$ cat src/rtl/param_inst_cache.sv
// Direct-mapped instruction cache: one-cycle registered hit, blocking single-line refill.
// Misses return NOP_INST and hold mem_req/mem_addr until mem_ack; fetches during refill return NOP_INST.
module param_inst_cache #(
  parameter int          ADDR_W     = 32,
  parameter int          LINE_WORDS = 4,
  parameter int          SETS       = 8,
  parameter logic [31:0] NOP_INST   = 32'h0800_0000
) (
  input  logic                    Clk,
  input  logic                    Reset,
  input  logic                    cpu_req,
  input  logic [ADDR_W-1:0]       cpu_addr,
  input  logic                    flush,
  output logic [31:0]             inst,
  output logic                    hit,
  output logic                    mem_req,
  output logic [ADDR_W-1:0]       mem_addr,
  input  logic                    mem_ack,
  input  logic [32*LINE_WORDS-1:0] mem_data,
  output logic [15:0]             hit_count,
  output logic [15:0]             miss_count
);

  localparam int OFF = $clog2(LINE_WORDS * 4);
  localparam int IDX = $clog2(SETS);
  localparam int TAG = ADDR_W - IDX - OFF;
  localparam int WSEL = OFF - 2;

  typedef enum logic {IDLE, REFILL} state_t;

  state_t                       state;
  logic [SETS-1:0]              valid;
  logic [TAG-1:0]               tag_mem  [SETS];
  logic [LINE_WORDS-1:0][31:0]  data_mem [SETS];

  logic [IDX-1:0]  req_idx;
  logic [TAG-1:0]  req_tag;
  logic [WSEL-1:0] req_word;
  logic [IDX-1:0]  fill_idx;
  logic [TAG-1:0]  fill_tag;
  logic            lookup_hit;
  logic [1:0]      unused_byte_bits;

  assign req_idx          = cpu_addr[OFF+IDX-1:OFF];
  assign req_tag          = cpu_addr[ADDR_W-1:OFF+IDX];
  assign req_word         = cpu_addr[OFF-1:2];
  assign fill_idx         = mem_addr[OFF+IDX-1:OFF];
  assign fill_tag         = mem_addr[ADDR_W-1:OFF+IDX];
  assign unused_byte_bits = cpu_addr[1:0];

  // A flush in the lookup cycle forces a miss even if the line is resident.
  assign lookup_hit = valid[req_idx] && (tag_mem[req_idx] == req_tag) && !flush;

  // Tag/data arrays carry no reset; the valid bits alone qualify them.
  always_ff @(posedge Clk) begin
    if (!Reset && state == REFILL && mem_ack) begin
      tag_mem[fill_idx]  <= fill_tag;
      data_mem[fill_idx] <= mem_data;
    end
  end

  always_ff @(posedge Clk) begin
    if (Reset) begin
      state      <= IDLE;
      valid      <= '0;
      inst       <= '0;
      hit        <= 1'b0;
      mem_req    <= 1'b0;
      mem_addr   <= '0;
      hit_count  <= '0;
      miss_count <= '0;
    end else begin
      case (state)
        IDLE: begin
          if (cpu_req) begin
            if (lookup_hit) begin
              inst      <= data_mem[req_idx][req_word];
              hit       <= 1'b1;
              hit_count <= hit_count + 16'd1;
            end else begin
              inst       <= NOP_INST;
              hit        <= 1'b0;
              miss_count <= miss_count + 16'd1;
              mem_req    <= 1'b1;
              mem_addr   <= {cpu_addr[ADDR_W-1:OFF], {OFF{1'b0}}};
              state      <= REFILL;
            end
          end
        end
        REFILL: begin
          if (cpu_req) begin
            inst <= NOP_INST;
            hit  <= 1'b0;
          end
          if (mem_ack) begin
            mem_req <= 1'b0;
            state   <= IDLE;
            if (!flush) valid[fill_idx] <= 1'b1;
          end
        end
        default: state <= IDLE;
      endcase
      // Flush overrides any install on the same edge.
      if (flush) valid <= '0;
    end
  end

endmodule
$ cat config.mk
export PLATFORM = sky130hd
export DESIGN_NAME = param_inst_cache
export DESIGN_NICKNAME = d
export VERILOG_FILES = /design/src/rtl/param_inst_cache.sv
export SDC_FILE = /design/constraint.sdc
export NUM_CORES = 1
export LEC_CHECK = 0
export ABC_AREA = 1
export CAP_MARGIN = 15
export CELL_PAD_IN_SITES_DETAIL_PLACEMENT = 0
export CELL_PAD_IN_SITES_GLOBAL_PLACEMENT = 2
export CORE_ASPECT_RATIO = 0.6
export CORE_MARGIN = 3
export CORE_UTILIZATION = 30
export CTS_BUF_LIST = sky130_fd_sc_hd__clkbuf_16
export DETAILED_ROUTE_END_ITERATION = 12
export PLACE_DENSITY = 0.66
export SLEW_MARGIN = 0
export SYNTH_ARGS = -nofsm -noshare
export SYNTH_HDL_FRONTEND = slang
export SYNTH_SLANG_ARGS = --single-unit
$ cat constraint.sdc
create_clock -name Clk -period 11.8 [get_ports Clk]
set_input_delay 2.36 -clock Clk [delete_from_list [all_inputs] [get_ports Clk]]
set_output_delay 2.36 -clock Clk [all_outputs]
set_load 0.05 [all_outputs]
==> results of run 1 <==
==> cells in the mapped netlist (8+ instances only) <==
cell | instances | area (sq um)
nand3b_1 | 41 | 308
buf_2 | 72 | 360
nand3_1 | 597 | 2990
dfxtp_1 | 103 | 2060
buf_4 | 14 | 105
edfxtp_1 | 1224 | 36800
o221ai_1 | 8 | 70.1
inv_1 | 201 | 754
nand2_1 | 1512 | 5680
a22oi_1 | 157 | 1180
o21ai_0 | 16 | 80.1
buf_1 | 38 | 143
xor2_1 | 17 | 149
nor3_1 | 10 | 50.1
a21oi_1 | 415 | 2080
clkbuf_1 | 165 | 619
nor2_1 | 106 | 398
buf_6 | 9 | 101
xnor2_1 | 11 | 96.3
==> power breakdown <==
group          switching, mW  leakage, nW  internal [mW]  total [mW]
logic                  0.499         8.62          0.194       0.693
clock network           1.90         2.30           2.43        4.33
registers             0.0217         11.7           5.16        5.18
total                   2.42         22.7           7.78        10.2
==> cell families after synthesis <==
logic type	share of synthesized area [%]
XOR/XNOR	0.452
other	0.00691
AO/OA/AOI/OAI	6.40
AND/OR/NAND/NOR	17.6
adder cells (fa/ha/maj)	0.0461
flip-flops	71.5
buffers and inverters	3.95
==> final timing paths <==
path | startpoint | to | cells past startpoint
worst min register to register | valid[4] | valid[4] | 2
worst max-delay path | cpu_addr[4] | inst[27] | 16
worst min-delay path | valid[4] | valid[4] | 2
worst max register to register | state | data_mem[5][17] | 7
==> state kept, by name, summed over array words and instances (netlist names) <==
signal	cells
mem_req	1
mem_addr	28
tag_mem	200
state	1
inst	32
hit_count	16
data_mem	1024
valid	8
miss_count	16
hit	1
==> final cells by class <==
cell class	count	area, sq um	area share [%]
diodes	21	52.6	0.0827
clock buffers	143	3580	5.63
clock inverters	106	852	1.34
inverters	204	796	1.25
multi-input cells	2921	13400	21.0
flip-flops and latches	1327	38800	61.1
well taps	2379	2980	4.68
repair buffers	315	3130	4.93
==> through the flow <==
step | power [mW] | utilization [%] | worst slack [ps] | hold slack, ps
2_1_floorplan | 5.65 | - | 2080 | 430
3_3_place_gp | 5.97 | 33.0 | 4860 | 438
3_5_place_dp | 5.98 | 33.0 | 4860 | 446
4_1_cts | 10.3 | 35.5 | 5720 | 455
5_1_grt | 10.6 | 35.5 | 5310 | 481
6_report | 10.2 | 35.5 | 5810 | 453
==> critical path, stage by stage <==
cell	delay (ps)
buf_8	240
inv_16	460
buf_4	790
nand2_1	100
nand3_1	120
nand3_1	160
nand3b_1	310
nand2_1	90
nor2_1	270
nand2_1	110
nor2_2	210
nand4_2	650
inv_1	320
nand2_1	140
nand2_1	80
inv_1	30
==> layer usage <==
metal | track usage [%] | vias to the layer above
met4 | 4.29 | 20
met5 | 0 | -
met1 | 28.4 | 18000
met2 | 26.5 | 929
li1 | - | 17000
met3 | 4.66 | 214
==> metrics.txt, run 1 <==
status=complete, no violations; crit-path max FO=222; worst hold path type=flop to flop; vias per std cell=4.88; commonest non-fill, non-tap cell in the layout=nand2_1; clock root buffer=clkbuf_16; H-tree depth=4; Lkg Pwr=22.7 nW; setup violators final=0; Non-Filler Instances=7416; Placed Instances=7146; Antenna Nets Post-Route=0; I/O Buffers=256; maximum vdd drop=0.0939 mV; vias=36200; first-pass GRT wire length=253 mm; Clock transition at path regs=60 ps; Synth Area per Inst=11.4 sq um; initial core utilization=30.3%; part of the cycle the worst path needs=50.8%; I/O Pins=263; crit path kind=primary input to flop; total grt overflow=0; detailed placement HPWL=97.4 mm; DRC Markers=0; Clk Latency, worst-skew pair=780 ps; chip width=555 microns; synthesized flop and latch total=1327; GRT Total Usage=18.7%; Yosys cell types=37; Synth-to-Final Area Change=17.2%; drt first pass iters=5; Die H=335 microns; Final GP Congestion=0.756; Core Region=0.179 sq mm; part of the Yosys area used for sequential elements=71.5%; largest net degree at the start of global routing=223; DR WL met2=74.3 mm; WP data arrival=6670 ps; max_cap viols=0; fmax=167 MHz; Rel. slew slack=23.5%; setup TNS=0 ps; vias in the first global route=34000; nets=5073; Max Root-Sink Buffers=3; CTS buffer count=137; Setup Fix Bufs, Post-CTS=0; Tmin final=5990 ps; most frequent cells in the layout=nand2_1, edfxtp_1, nand3_1; WL/cell=23.8 microns; Worst EP required=12480 ps; DRT met1 WL=87.6 mm; Pwr Density=161 mW/mm^2; Final Skew=29.0 ps; die area=0.186 sq mm; gate count after technology mapping=4750; top layer in use=met5; Least-Margin Pin Slew=1150 ps; share of cells above drive strength 1=5.46%; WL final=176 mm; Worst Setup Start Kind=primary input; CTS sink count=1327; met3 WL=11.4 mm; Fin. Hold Viols=0; Filler Cells Inserted=17600; number of synthesized flops with an enable pin=1224; dominant synthesized flop cell=edfxtp_1; fraction of registers with async set/reset=0%; Post-Synthesis Cell Area=0.0543 sq mm; initial antenna violation count=48; FF-to-FF setup slack=7950 ps; DP Area=0.0591 sq mm; post-route cell area=0.0636 sq mm; RSZ-0062 raised after global routing=false; Critical Path End Type=flop; Slew Viols, Final=0; starting DRC count in detailed routing=3299; row count=120; synth warn=0; CTS hold repair buffers=0; CTS tree=done; CTS-repair resized insts=0
Note: power is estimated with default switching activity, not from simulation.
==> inputs of run 2 (changes only) <==
- clock period: 11.8 -> 5.7 ns (I/O delays scaled with it)
==> metrics.txt, run 2 (synthesis results as in run 1) <==
Clock transition at path regs=60 ps; share of cells above drive strength 1=6.11%; Clk Latency, worst-skew pair=780 ps; GRT Total Usage=18.6%; I/O Pins=263; Synth-to-Final Area Change=18.1%; WL/cell=23.7 microns; nets=5097; worst flop-to-flop path endpoint=data_mem[5][103]; FF-to-FF setup slack=2870 ps; WL final=176 mm; Antenna Nets Post-Route=0; initial antenna violation count=38; hold_sp=valid[6]; H-tree depth=4; largest net degree at the start of global routing=161; Fin. Hold Viols=0; Critical Path End Type=flop; vias=36100; maximum vdd drop=0.256 mV; setup violators final=0; Final Skew=29.3 ps; worst hold path type=flop to flop; Non-Filler Instances=7436; Worst EP required=6400 ps; Tmin final=3580 ps; Final Hold Slack=448 ps; CTS buffer count=138; starting DRC count in detailed routing=3276; drt first pass iters=6; Placed Instances=7169; Biggest register=data_mem; die area=0.186 sq mm; row count=120; CTS tree=done; Slew Viols, Final=0; vias in the first global route=34100; Top Registers=data_mem: 1024 flops, tag_mem: 200 flops, inst: 32 flops; CTS hold repair buffers=0; total grt overflow=0; Critical Path Start=cpu_addr[4]; vias per std cell=4.85; Pwr Density=330 mW/mm^2; worst hold endpoint=valid[6]; I/O Buffers=256; Setup Fix Bufs, Post-CTS=0; detailed placement HPWL=99.4 mm; Least-Margin Pin Slew=1120 ps; crit-path max FO=158; crit path kind=primary input to flop; Worst Setup Start Kind=primary input; CTS-repair resized insts=0; WP data arrival=4280 ps; Hold Path Stages=2; Rel. slew slack=25.3%; Core Region=0.179 sq mm; clock root buffer=clkbuf_16; Final GP Congestion=0.766; fmax=279 MHz; commonest non-fill, non-tap cell in the layout=nand2_1; max_cap viols=0; Lkg Pwr=22.8 nW; CTS sink count=1327; RSZ-0062 raised after global routing=false; Die H=335 microns; initial core utilization=30.3%; Max Root-Sink Buffers=3; chip width=555 microns; first-pass GRT wire length=254 mm; max reg flops=1024; Crit Reg-Reg Startpoint=state; status=complete, no violations; cells on worst reg2reg path=6; DRC Markers=0; part of the cycle the worst path needs=62.9%; most frequent cells in the layout=nand2_1, edfxtp_1, nand3_1
[run 2: changes by cell type in the layout (fill, tap and decap cells not counted)]
cell        previous run  this run
inv_2                  1         0
diode_2               21        15
inv_1                233       225
clkinvlp_4             2         5
buf_4                 51        45
clkinv_4               3         1
clkinv_2              20        31
clkbuf_16            143       141
inv_16                 6         5
inv_6                  1         4
buf_12                10        39
[run 2: how the worst max path moves through the flow]
| stage | slack (ps) | cells past startpoint | to |
|---|---|---|---|
| 2_1_floorplan | -220 | 4 | data_mem[0][0] |
| 3_3_place_gp | 1380 | 12 | inst[31] |
| 3_5_place_dp | 1370 | 12 | inst[17] |
| 4_1_cts | 2180 | 1 | mem_addr[19] |
| 5_1_grt | 1970 | 12 | inst[17] |
| 6_report | 2120 | 12 | inst[21] |
[run 2: cell type report]
cell class                      count  area [sq um]
Fill cell                       17600        115000
Sequential cell                  1327         38800
Multi-Input combinational cell   2921         13400
Timing Repair Buffer              338          3670
Clock buffer                      141          3530
Tap cell                         2379          2980
Clock inverter                    111           885
Inverter                          204           796
Antenna cell                       15          37.5
[run 2: through the flow]
stage / setup slack [ps] / utilization (%) / instance area (sq um) / TNS (ps) / power [mW]
floorplan: -217 / - / 54300 / -263660 / 11.7
global placement: 1380 / 33.3 / 59600 / 0 / 12.4
detailed placement: 1370 / 33.3 / 59600 / 0 / 12.4
CTS: 2180 / 35.8 / 64000 / 0 / 21.4
global route: 1970 / 35.8 / 64000 / 0 / 21.9
finish: 2120 / 35.8 / 64100 / 0 / 21.1
[run 2: per-layer routing]
metal	wire length [microns]	part of all wire, %	global-route usage [%]	vias up
li1	-	-	-	17000
met1	87800	50	28.5	17900
met2	74200	42	26.7	921
met3	11200	6.3	4.09	209
met4	3100	1.8	4.13	20
met5	126	0.071	0	-
[run 2: power breakdown]
part           total (mW)  internal, mW  switching, mW
Clock                8.97          4.99           3.99
Sequential           10.7          10.7         0.0453
Combinational        1.44         0.412           1.02
Total                21.1          16.1           5.05
[run 2: worst max-delay path, cell delays in order]
cell and delay, ps:
buf_8 310, buf_12 470, buf_12 590, a21oi_1 170, a22oi_1 210, nand2_1 70
nand3_1 440, nand2_1 110, nand2_1 120, nand2_1 50, nand3b_1 150, a21oi_1 150
